[config.mk]
export PLATFORM = sky130hd
export DESIGN_NAME = cr_cceip_64_sa_poller_flat
export DESIGN_NICKNAME = d
export VERILOG_FILES = /design/src/rtl/cr_cceip_64_sa_poller_if.sv /design/src/rtl/cr_cceip_64_sa_poller.sv /design/src/flat_wrapper.sv
export SDC_FILE = /design/constraint.sdc
export NUM_CORES = 1
export LEC_CHECK = 0
export BUFFER_PORTS_ARGS = -buffer_cell sky130_fd_sc_hd__buf_2
export CORE_MARGIN = 8
export CORE_UTILIZATION = 48
export CTS_BUF_LIST = sky130_fd_sc_hd__clkbuf_4 sky130_fd_sc_hd__clkbuf_8
export DETAILED_ROUTE_END_ITERATION = 6
export GPL_ROUTABILITY_DRIVEN = 0
export GPL_TIMING_DRIVEN = 1
export PLACE_DENSITY_LB_ADDON = 0.15
export SYNTH_ARGS = -nofsm -noshare
export SYNTH_HDL_FRONTEND = slang
export SYNTH_SLANG_ARGS = --single-unit
[constraint.sdc]
create_clock -name clk -period 2.9 [get_ports clk]
set_input_delay 0.145 -clock clk [delete_from_list [all_inputs] [get_ports clk]]
set_output_delay 0.145 -clock clk [all_outputs]
set_load 0.005 [all_outputs]
[src/rtl/cr_cceip_64_sa_poller_if.sv]
// Register-bus request/completion channel and counter-record stream between the SA
// poller (master) and its register-file / record-sink peers (slave).
interface cr_cceip_64_sa_poller_if #(
    parameter int ADDR_W = 20
);
    logic              req_valid;
    logic              req_wr;
    logic [ADDR_W-1:0] req_addr;
    logic [31:0]       req_wdata;
    logic              req_ack;
    logic              rsp_valid;
    logic [31:0]       rsp_data;
    logic              rsp_err;
    logic              rec_valid;
    logic              rec_ready;
    logic [5:0]        rec_idx;
    logic [49:0]       rec_count;

    modport master (
        output req_valid, req_wr, req_addr, req_wdata,
        input  req_ack, rsp_valid, rsp_data, rsp_err,
        output rec_valid, rec_idx, rec_count,
        input  rec_ready
    );

    modport slave (
        input  req_valid, req_wr, req_addr, req_wdata,
        output req_ack, rsp_valid, rsp_data, rsp_err,
        input  rec_valid, rec_idx, rec_count,
        output rec_ready
    );
endinterface

[src/rtl/cr_cceip_64_sa_poller.sv]
// Statistics-aggregator poller: snapshots the SA counters via a control write, then
// reads each snapshot as lo/hi words and streams one 50-bit record per counter.
module cr_cceip_64_sa_poller #(
    parameter int ADDR_W   = 20,
    parameter int N_CNT    = 64,
    parameter int CTRL_OFS = 'h000,
    parameter int SNAP_OFS = 'h100,
    parameter int TIMEOUT  = 255
) (
    input  logic                    clk,
    input  logic                    rst,
    input  logic                    start,
    input  logic                    clear_live,
    input  logic [ADDR_W-1:0]       cfg_base_addr,
    cr_cceip_64_sa_poller_if.master bus,
    output logic                    busy,
    output logic                    done,
    output logic                    err
);

    localparam logic [3:0] IDLE     = 4'd0;
    localparam logic [3:0] SNAP_REQ = 4'd1;
    localparam logic [3:0] SNAP_RSP = 4'd2;
    localparam logic [3:0] LO_REQ   = 4'd3;
    localparam logic [3:0] LO_RSP   = 4'd4;
    localparam logic [3:0] HI_REQ   = 4'd5;
    localparam logic [3:0] HI_RSP   = 4'd6;
    localparam logic [3:0] EMIT     = 4'd7;
    localparam logic [3:0] FIN      = 4'd8;

    localparam logic [ADDR_W-1:0] CTRL_A   = ADDR_W'(CTRL_OFS);
    localparam logic [ADDR_W-1:0] SNAP_A   = ADDR_W'(SNAP_OFS);
    localparam logic [7:0]        TMO_LAST = 8'(TIMEOUT - 1);
    localparam logic [5:0]        IDX_LAST = 6'(N_CNT - 1);

    logic [3:0]        state;
    logic [5:0]        idx;
    logic [7:0]        tcnt;
    logic [ADDR_W-1:0] base_q;
    logic              clr_q;
    logic [31:0]       lo_q;
    logic [17:0]       hi_q;
    logic              err_q;

    logic              tmo_hit;
    logic [ADDR_W-1:0] lo_addr;
    logic [ADDR_W-1:0] hi_addr;

    // The waiting cycle that would be the TIMEOUT-th without the awaited event aborts.
    assign tmo_hit = (tcnt == TMO_LAST);
    assign lo_addr = base_q + SNAP_A + ADDR_W'({idx, 3'b000});
    assign hi_addr = lo_addr + ADDR_W'(4);

    always_ff @(posedge clk) begin
        if (rst) begin
            state  <= IDLE;
            idx    <= '0;
            tcnt   <= '0;
            base_q <= '0;
            clr_q  <= 1'b0;
            lo_q   <= '0;
            hi_q   <= '0;
            err_q  <= 1'b0;
        end else begin
            case (state)
                IDLE: begin
                    if (start) begin
                        base_q <= cfg_base_addr;
                        clr_q  <= clear_live;
                        err_q  <= 1'b0;
                        tcnt   <= '0;
                        idx    <= '0;
                        state  <= SNAP_REQ;
                    end
                end
                SNAP_REQ: begin
                    if (bus.req_ack) begin
                        tcnt  <= '0;
                        state <= SNAP_RSP;
                    end else if (tmo_hit) begin
                        err_q <= 1'b1;
                        state <= FIN;
                    end else begin
                        tcnt <= tcnt + 8'd1;
                    end
                end
                SNAP_RSP: begin
                    if (bus.rsp_valid) begin
                        tcnt <= '0;
                        if (bus.rsp_err) begin
                            err_q <= 1'b1;
                            state <= FIN;
                        end else begin
                            idx   <= '0;
                            state <= LO_REQ;
                        end
                    end else if (tmo_hit) begin
                        err_q <= 1'b1;
                        state <= FIN;
                    end else begin
                        tcnt <= tcnt + 8'd1;
                    end
                end
                LO_REQ: begin
                    if (bus.req_ack) begin
                        tcnt  <= '0;
                        state <= LO_RSP;
                    end else if (tmo_hit) begin
                        err_q <= 1'b1;
                        state <= FIN;
                    end else begin
                        tcnt <= tcnt + 8'd1;
                    end
                end
                LO_RSP: begin
                    if (bus.rsp_valid) begin
                        tcnt <= '0;
                        if (bus.rsp_err) begin
                            err_q <= 1'b1;
                            state <= FIN;
                        end else begin
                            lo_q  <= bus.rsp_data;
                            state <= HI_REQ;
                        end
                    end else if (tmo_hit) begin
                        err_q <= 1'b1;
                        state <= FIN;
                    end else begin
                        tcnt <= tcnt + 8'd1;
                    end
                end
                HI_REQ: begin
                    if (bus.req_ack) begin
                        tcnt  <= '0;
                        state <= HI_RSP;
                    end else if (tmo_hit) begin
                        err_q <= 1'b1;
                        state <= FIN;
                    end else begin
                        tcnt <= tcnt + 8'd1;
                    end
                end
                HI_RSP: begin
                    if (bus.rsp_valid) begin
                        tcnt <= '0;
                        if (bus.rsp_err) begin
                            err_q <= 1'b1;
                            state <= FIN;
                        end else begin
                            hi_q  <= bus.rsp_data[17:0];
                            state <= EMIT;
                        end
                    end else if (tmo_hit) begin
                        err_q <= 1'b1;
                        state <= FIN;
                    end else begin
                        tcnt <= tcnt + 8'd1;
                    end
                end
                // Backpressure here is unbounded: no timeout while the record waits.
                EMIT: begin
                    if (bus.rec_ready) begin
                        if (idx == IDX_LAST) begin
                            state <= FIN;
                        end else begin
                            idx   <= idx + 6'd1;
                            state <= LO_REQ;
                        end
                    end
                end
                FIN: begin
                    state <= IDLE;
                end
                default: begin
                    state <= IDLE;
                end
            endcase
        end
    end

    logic              req_valid_c;
    logic              req_wr_c;
    logic [ADDR_W-1:0] req_addr_c;
    logic [31:0]       req_wdata_c;

    // Request fields come straight from held state, so they stay stable until acked.
    always_comb begin
        req_valid_c = 1'b0;
        req_wr_c    = 1'b0;
        req_addr_c  = '0;
        req_wdata_c = '0;
        case (state)
            SNAP_REQ: begin
                req_valid_c = 1'b1;
                req_wr_c    = 1'b1;
                req_addr_c  = base_q + CTRL_A;
                req_wdata_c = {30'b0, clr_q, 1'b1};
            end
            LO_REQ: begin
                req_valid_c = 1'b1;
                req_addr_c  = lo_addr;
            end
            HI_REQ: begin
                req_valid_c = 1'b1;
                req_addr_c  = hi_addr;
            end
            default: begin
                req_valid_c = 1'b0;
            end
        endcase
    end

    assign bus.req_valid = req_valid_c;
    assign bus.req_wr    = req_wr_c;
    assign bus.req_addr  = req_addr_c;
    assign bus.req_wdata = req_wdata_c;

    assign bus.rec_valid = (state == EMIT);
    assign bus.rec_idx   = idx;
    assign bus.rec_count = {hi_q, lo_q};

    assign busy = (state != IDLE);
    assign done = (state == FIN);
    assign err  = err_q;

endmodule

[src/flat_wrapper.sv]
// flat-port wrapper written by rule: the top's interface ports become plain ports
module cr_cceip_64_sa_poller_flat 
#(
    parameter int ADDR_W   = 20,
    parameter int N_CNT    = 64,
    parameter int CTRL_OFS = 'h000,
    parameter int SNAP_OFS = 'h100,
    parameter int TIMEOUT  = 255
)
  (clk, rst, start, clear_live, cfg_base_addr, busy, done, err, bus_req_valid, bus_req_wr, bus_req_addr, bus_req_wdata, bus_req_ack, bus_rsp_valid, bus_rsp_data, bus_rsp_err, bus_rec_valid, bus_rec_idx, bus_rec_count, bus_rec_ready);
  cr_cceip_64_sa_poller_if #(.ADDR_W(ADDR_W)) bus_i ();
  input  logic clk;
  input  logic rst;
  input  logic start;
  input  logic clear_live;
  input  logic [ADDR_W-1:0] cfg_base_addr;
  output logic busy;
  output logic done;
  output logic err;
  output wire logic [$bits(bus_i.req_valid)-1:0] bus_req_valid;
  output wire logic [$bits(bus_i.req_wr)-1:0] bus_req_wr;
  output wire logic [$bits(bus_i.req_addr)-1:0] bus_req_addr;
  output wire logic [$bits(bus_i.req_wdata)-1:0] bus_req_wdata;
  input wire logic [$bits(bus_i.req_ack)-1:0] bus_req_ack;
  input wire logic [$bits(bus_i.rsp_valid)-1:0] bus_rsp_valid;
  input wire logic [$bits(bus_i.rsp_data)-1:0] bus_rsp_data;
  input wire logic [$bits(bus_i.rsp_err)-1:0] bus_rsp_err;
  output wire logic [$bits(bus_i.rec_valid)-1:0] bus_rec_valid;
  output wire logic [$bits(bus_i.rec_idx)-1:0] bus_rec_idx;
  output wire logic [$bits(bus_i.rec_count)-1:0] bus_rec_count;
  input wire logic [$bits(bus_i.rec_ready)-1:0] bus_rec_ready;
  assign bus_req_valid = bus_i.req_valid;
  assign bus_req_wr = bus_i.req_wr;
  assign bus_req_addr = bus_i.req_addr;
  assign bus_req_wdata = bus_i.req_wdata;
  assign bus_i.req_ack = bus_req_ack;
  assign bus_i.rsp_valid = bus_rsp_valid;
  assign bus_i.rsp_data = bus_rsp_data;
  assign bus_i.rsp_err = bus_rsp_err;
  assign bus_rec_valid = bus_i.rec_valid;
  assign bus_rec_idx = bus_i.rec_idx;
  assign bus_rec_count = bus_i.rec_count;
  assign bus_i.rec_ready = bus_rec_ready;
  cr_cceip_64_sa_poller #(.ADDR_W(ADDR_W), .N_CNT(N_CNT), .CTRL_OFS(CTRL_OFS), .SNAP_OFS(SNAP_OFS), .TIMEOUT(TIMEOUT)) u_core (.clk(clk), .rst(rst), .start(start), .clear_live(clear_live), .cfg_base_addr(cfg_base_addr), .bus(bus_i), .busy(busy), .done(done), .err(err));
endmodule
* After elaboration in Yosys (flattened, before gate mapping)
Index checks and enable logic that the tools add are counted.
** Word-level totals
- Bits in registers :: 90
- RAM bits :: 0
- ROM bits :: 0
- Logic and storage cells :: 79
- Memories kept :: 0
- Latch bits :: 0
** Cells by class
- Muxes and demuxes :: 35
- Div/mod/pow operators :: 0
- Bitwise gates (word level) :: 1
- Add/sub/neg operators :: 5
- Equality and inequality tests :: 17
- Shifts and indexed selects :: 0
- Reduce and logical (&&, ||, !) cells :: 13
- $lt $le $gt $ge :: 0
- $mul :: 0
** Operator list (number)
- one-hot mux 20 bit (3 select lines) :: 1
- two-way mux 4 bit :: 13
- two-way mux 8 bit :: 4
- one-hot mux 4 bit (8 select lines) :: 1
- two-way mux 6 bit :: 5
- one-hot mux 8 bit (3 select lines) :: 1
- adder 20 x 3 -> 20 bit (second input constant) :: 1
- adder 20 x 9 -> 20 bit :: 1
- adder 20 x 9 -> 20 bit (second input constant) :: 1
- one-hot mux 6 bit (3 select lines) :: 1
- equality test 4 x 3 -> 1 bit (second input constant) :: 4
- inequality test 2 bit (second input constant) :: 5
- adder 8 x 1 -> 8 bit (second input constant) :: 1
- equality test 4 x 2 -> 1 bit (second input constant) :: 2
- equality test 8 bit (second input constant) :: 1
- two-way mux 1 bit :: 7
- adder 6 x 1 -> 6 bit (second input constant) :: 1
- equality test 6 bit (second input constant) :: 1
- AND reduction 2 bit :: 3
- AND reduction 3 bit :: 2
- AND reduction 6 bit :: 1
- nonzero test 3 bit :: 2
- OR reduction 3 bit :: 2
- equality test 4 x 1 -> 1 bit (second input constant) :: 1
- 9 further kinds :: 9

* Logic depth before layout (Yosys ltp)
- Depth after elaboration :: 4
- Mapped depth :: 12

* Least setup slack after synthesis
Ideal clock, no wire load.
- Path kind :: reg2out
- From :: reg u_core.idx[1], in the netlist u_core.bus.rec_idx[1]
- To :: out bus_req_addr[18]
- Stages on the path, launching flop included :: 12
- Buffers on the path :: 0
- Setup slack :: -91 ps
- Data arrival time :: 2846 ps
- Data required time :: 2755 ps
- Cells stage by stage :: dfxtp_1 > ha_1 > ha_1 > inv_1 > fa_1 > nor2b_4 > o31ai_1 > xnor2_1 > nand3_2 > nor4_4 > a211oi_1 > or3_1
** Between the ends
- Longest elaborated chain between the ends :: 3
** RTL lines
- from (decl) :: line cr_cceip_64_sa_poller.sv:37 : logic [5:0] idx;
- from (signal assigned) :: line cr_cceip_64_sa_poller.sv:166 : idx <= idx + 6'd1;
- adder 20 x 9 -> 20 bit * :: line cr_cceip_64_sa_poller.sv:51 : assign lo_addr = base_q + SNAP_A + ADDR_W'({idx, 3'b000});
- adder 20 x 3 -> 20 bit :: line cr_cceip_64_sa_poller.sv:52 : assign hi_addr = lo_addr + ADDR_W'(4);
- one-hot mux 20 bit (3 select lines) * :: line cr_cceip_64_sa_poller.sv:192 : case (state)
- to (decl) :: line flat_wrapper.sv:22 : output wire logic [$bits(bus_i.req_addr)-1:0] bus_req_addr;
Mark *: on every way between the ends. The rest lies on a longest branch, timed or not.

* Worst setup path in the final report
Same ends and word-level chain as after synthesis.

==> summary.txt <==
Yosys reg bits: 90
Final hold violation count: 0
Most repeated library cell on the critical path: sky130_fd_sc_hd__ha_4
Total Power Consumption: 2.68 mW
Share of the core filled with cells in the final layout: 0.650
Endpoint type of the worst setup path: output pin
Proportion of layout cells with a drive suffix above 1: 0.303
Clk sinks: 90
Post-Synthesis Mean Instance Area: 7.41 µm²
Final worst-path cycle share: 1.16
Worst Setup Path Type: flop to output pin
Final WL: 17000 µm
Overall die area: 14600 µm²
Combinational share of power: 0.208
CTS clock-pin slew for the worst setup and hold paths: 100 ps
Placed cell area: 6250 µm²
Max Clock Skew: 10.6 ps
Buf+Inv Stages, Crit Path: 3
Rel. slew slack: 0.436
Total vias in the final route: 5597
Startpoint types: flop
Failing checks: negative setup slack
Switching Power: 0.833 mW
Clk pwr share: 0.300
Longest Clk Path Bufs: 2
Worst Tran Pin Value: 844 ps
Floorplan row count: 38
Maximum fanout count along the critical path: 4
Power density over the cells: 384 nW/µm²
Final count of pins violating max slew: 0
Min-Delay Path Class: input port to flop
Buffer cell driving the clock tree root: sky130_fd_sc_hd__clkbuf_8
Worst Path Required: 2760 ps
Die span in x: 121 µm
Setup repair after global routing missed its margin: true
Flip-flop and latch area: 1810 µm²
Count of antenna-violating nets left after detailed routing: 0
Worst supply voltage drop on vdd: 0.276 mV
Routed length per instance: 16.3 µm
All-layer global routing usage: 0.223
Post-detailed-route via-to-cell ratio: 5.37
TritonCTS clock tree: done
Cell internal power dissipation: 1.85 mW
Async SR Flop Fraction: 0
Netlist area before placement: 5260 µm²
Largest net degree at the start of global routing: 54
Vias in the first global route: 5598
Status: complete, but fails checks
Number of iterations in the first detailed-routing pass: 5
Arrival time reported for the critical path endpoint: 3230 ps
P&R area growth vs syn: 32.8%
Number of remaining DRC errors: 0
Final Setup Violations: 11
FILL cells: 973
Total of warnings raised by yosys: 0
Ports placed on the boundary: 174
Effective utilization at floorplan: 0.490
N_diodes: 0
Cell area after layout: 6990 µm²
Max Cap Violations: 0
Placeable core area: 10700 µm²
Cell breakdown of the critical path: ha_4 > ha_4 > inv_2 > fa_2 > nor2b_4 > o311ai_4 > buf_6 > a211oi_4 > xnor2_2 > nor3_1 > and3_1 > or3_1 > buf_2
Maximum cell stage delay along the critical path: 370 ps
Nets: 974
Antenna violations before repair: 0
H-tree Lvls: 3
Cell with the biggest individual delay on the critical path: sky130_fd_sc_hd__fa_2
Number of distinct standard cells referenced by the synthesized netlist: 63
Area of the multi-input gates: 3370 µm²
Summed negative setup slack over all endpoints: -4120 ps
Chip Height: 121 µm
P_leak: 2.97 nW
Later-pin clock latency in the skew report: 360 ps
Share of the yosys chip area belonging to registers: 0.343
Overflow left after global routing: 0
Number of enable-type register cells in the synthesized netlist: 0
Total half-perimeter wirelength after legalization and detailed placement: 12000 µm
Maximum operating frequency: 0.296 GHz
Switching power share of the total: 0.311
CTS Buf Count: 9
Worst path top cell family by delay: simple AND/OR/NAND/NOR gates
Tmin final: 3380 ps
Starting DRC count in detailed routing: 379
Synthesized instance count: 710
Wire length of the first global-routing pass: 26800 µm
Count of buffers inserted at the top-level ports: 143
Sequential power share: 0.492
Crit path setup slack, layout: -478 ps
Top flip-flop cell by instance count after synthesis: sky130_fd_sc_hd__dfxtp_1
stage by stage:
stage,setup slack [ps],instances,hold WS (ps)
finish,-478,1042,17.0
global route,-544,1042,2.84
CTS,-449,1038,0.580
detailed placement,-125,997,392
global placement,-56.9,997,385
floorplan,4.88,739,281
power groups by stage:
stage	registers, mW	logic (mW)	clock network, mW
floorplan	1.32	0.340	0
global placement	1.34	0.463	0
detailed placement	1.34	0.477	0
CTS	1.32	0.527	0.832
global route	1.32	0.606	0.887
finish	1.32	0.557	0.805
final timing paths:
check	start	endpoint	slack [ps]	cells past startpoint
worst min-delay path	cfg_base_addr[7]	u_core.base_q[7]	20	3
worst max-delay path	u_core.bus.rec_idx[1]	bus_req_addr[18]	-480	13
worst max register to register	u_core.state[1]	u_core.bus.rec_idx[1]	640	6
worst min register to register	u_core.lo_q[20]	u_core.lo_q[20]	450	2
per-layer routing:
| layer | routed length (µm) | global-route usage | up-vias |
|---|---|---|---|
| met1 | 6630 | 0.241 | 2608 |
| met5 | 0 | 0 | - |
| li1 | - | - | 2742 |
| met2 | 8450 | 0.386 | 204 |
| met4 | 488 | 0.0945 | 0 |
| met3 | 1420 | 0.0807 | 43 |
layout make-up:
cell class	instances	area share
multi-input combinational	557	0.483
sequential	90	0.259
timing repair buffer	222	0.198
tap	140	0.0251
clock buffer	10	0.0188
inverter	17	0.00967
clock inverter	6	0.00716
what timing repair did:
action	in CTS	in global routing
pin swaps	23	17
endpoints found under the setup margin	12	13
resized for setup	30	19
hold buffers	17	1
buffers inserted	8	3
hold endpoints to repair	17	1
cells in the mapped netlist (7+ instances only):
cell,number,area (µm²)
sky130_fd_sc_hd__o22ai_1,13,81.3
sky130_fd_sc_hd__nand3_1,16,80.1
sky130_fd_sc_hd__buf_4,31,233
sky130_fd_sc_hd__dfxtp_1,90,1800
sky130_fd_sc_hd__ha_1,16,200
sky130_fd_sc_hd__clkbuf_1,34,128
sky130_fd_sc_hd__nor3_1,18,90.1
sky130_fd_sc_hd__inv_1,17,63.8
sky130_fd_sc_hd__xnor2_1,18,158
sky130_fd_sc_hd__a21oi_1,93,465
sky130_fd_sc_hd__nand4_1,7,43.8
sky130_fd_sc_hd__nor2_1,36,135
sky130_fd_sc_hd__o21ai_0,22,110
sky130_fd_sc_hd__nand2_1,176,661
sky130_fd_sc_hd__xor2_1,13,114
tightest hold or removal path, delay by kind of cell:
family,cells,cell delay (ps)
compound gates,1,50
buf+inv,1,90
simple gates,1,40
registers in the layout, indices dropped and copies added (netlist names):
signal	cells
u_core.lo_q	32
u_core.bus.rec_idx	6
u_core.base_q	20
u_core.clr_q	1
u_core.tcnt	8
u_core.hi_q	18
u_core.state	4
u_core.err	1
kinds of logic after synthesis:
family / synth area share
fa+ha+maj: 0.0419
xor+xnor: 0.0547
mux: 0.0140
other cells: 0.000713
buf+inv: 0.0892
flops: 0.343
simple gates: 0.261
compound gates: 0.196
layout by cell type, fill, tap and decap left out, types with 3 or more instances in the layout:
cell type,instances
sky130_fd_sc_hd__mux2i_1,6
sky130_fd_sc_hd__nor4_1,3
sky130_fd_sc_hd__clkbuf_8,9
sky130_fd_sc_hd__nor2_1,36
sky130_fd_sc_hd__nor2b_1,4
sky130_fd_sc_hd__nand2_1,176
sky130_fd_sc_hd__a221o_1,3
sky130_fd_sc_hd__nor4_2,3
sky130_fd_sc_hd__xnor2_1,15
sky130_fd_sc_hd__ha_1,7
sky130_fd_sc_hd__a21o_1,4
sky130_fd_sc_hd__o21ai_0,20
sky130_fd_sc_hd__buf_4,56
sky130_fd_sc_hd__or3_1,5
sky130_fd_sc_hd__o22ai_1,13
sky130_fd_sc_hd__o211ai_1,3
sky130_fd_sc_hd__buf_6,4
sky130_fd_sc_hd__and2_1,6
sky130_fd_sc_hd__nand3b_1,4
sky130_fd_sc_hd__inv_2,3
sky130_fd_sc_hd__xor2_1,12
sky130_fd_sc_hd__xnor2_2,3
sky130_fd_sc_hd__dfxtp_1,84
sky130_fd_sc_hd__and3_1,5
sky130_fd_sc_hd__a211oi_1,4
sky130_fd_sc_hd__or2_2,3
sky130_fd_sc_hd__buf_2,143
sky130_fd_sc_hd__dfxtp_2,6
sky130_fd_sc_hd__a21oi_1,92
sky130_fd_sc_hd__ha_4,9
sky130_fd_sc_hd__nor3_1,17
sky130_fd_sc_hd__dlygate4sd3_1,18
sky130_fd_sc_hd__conb_1,30
sky130_fd_sc_hd__inv_1,13
sky130_fd_sc_hd__nand4_1,7
sky130_fd_sc_hd__nand3_1,15
No activity file was read; power rests on OpenSTA's default activity.
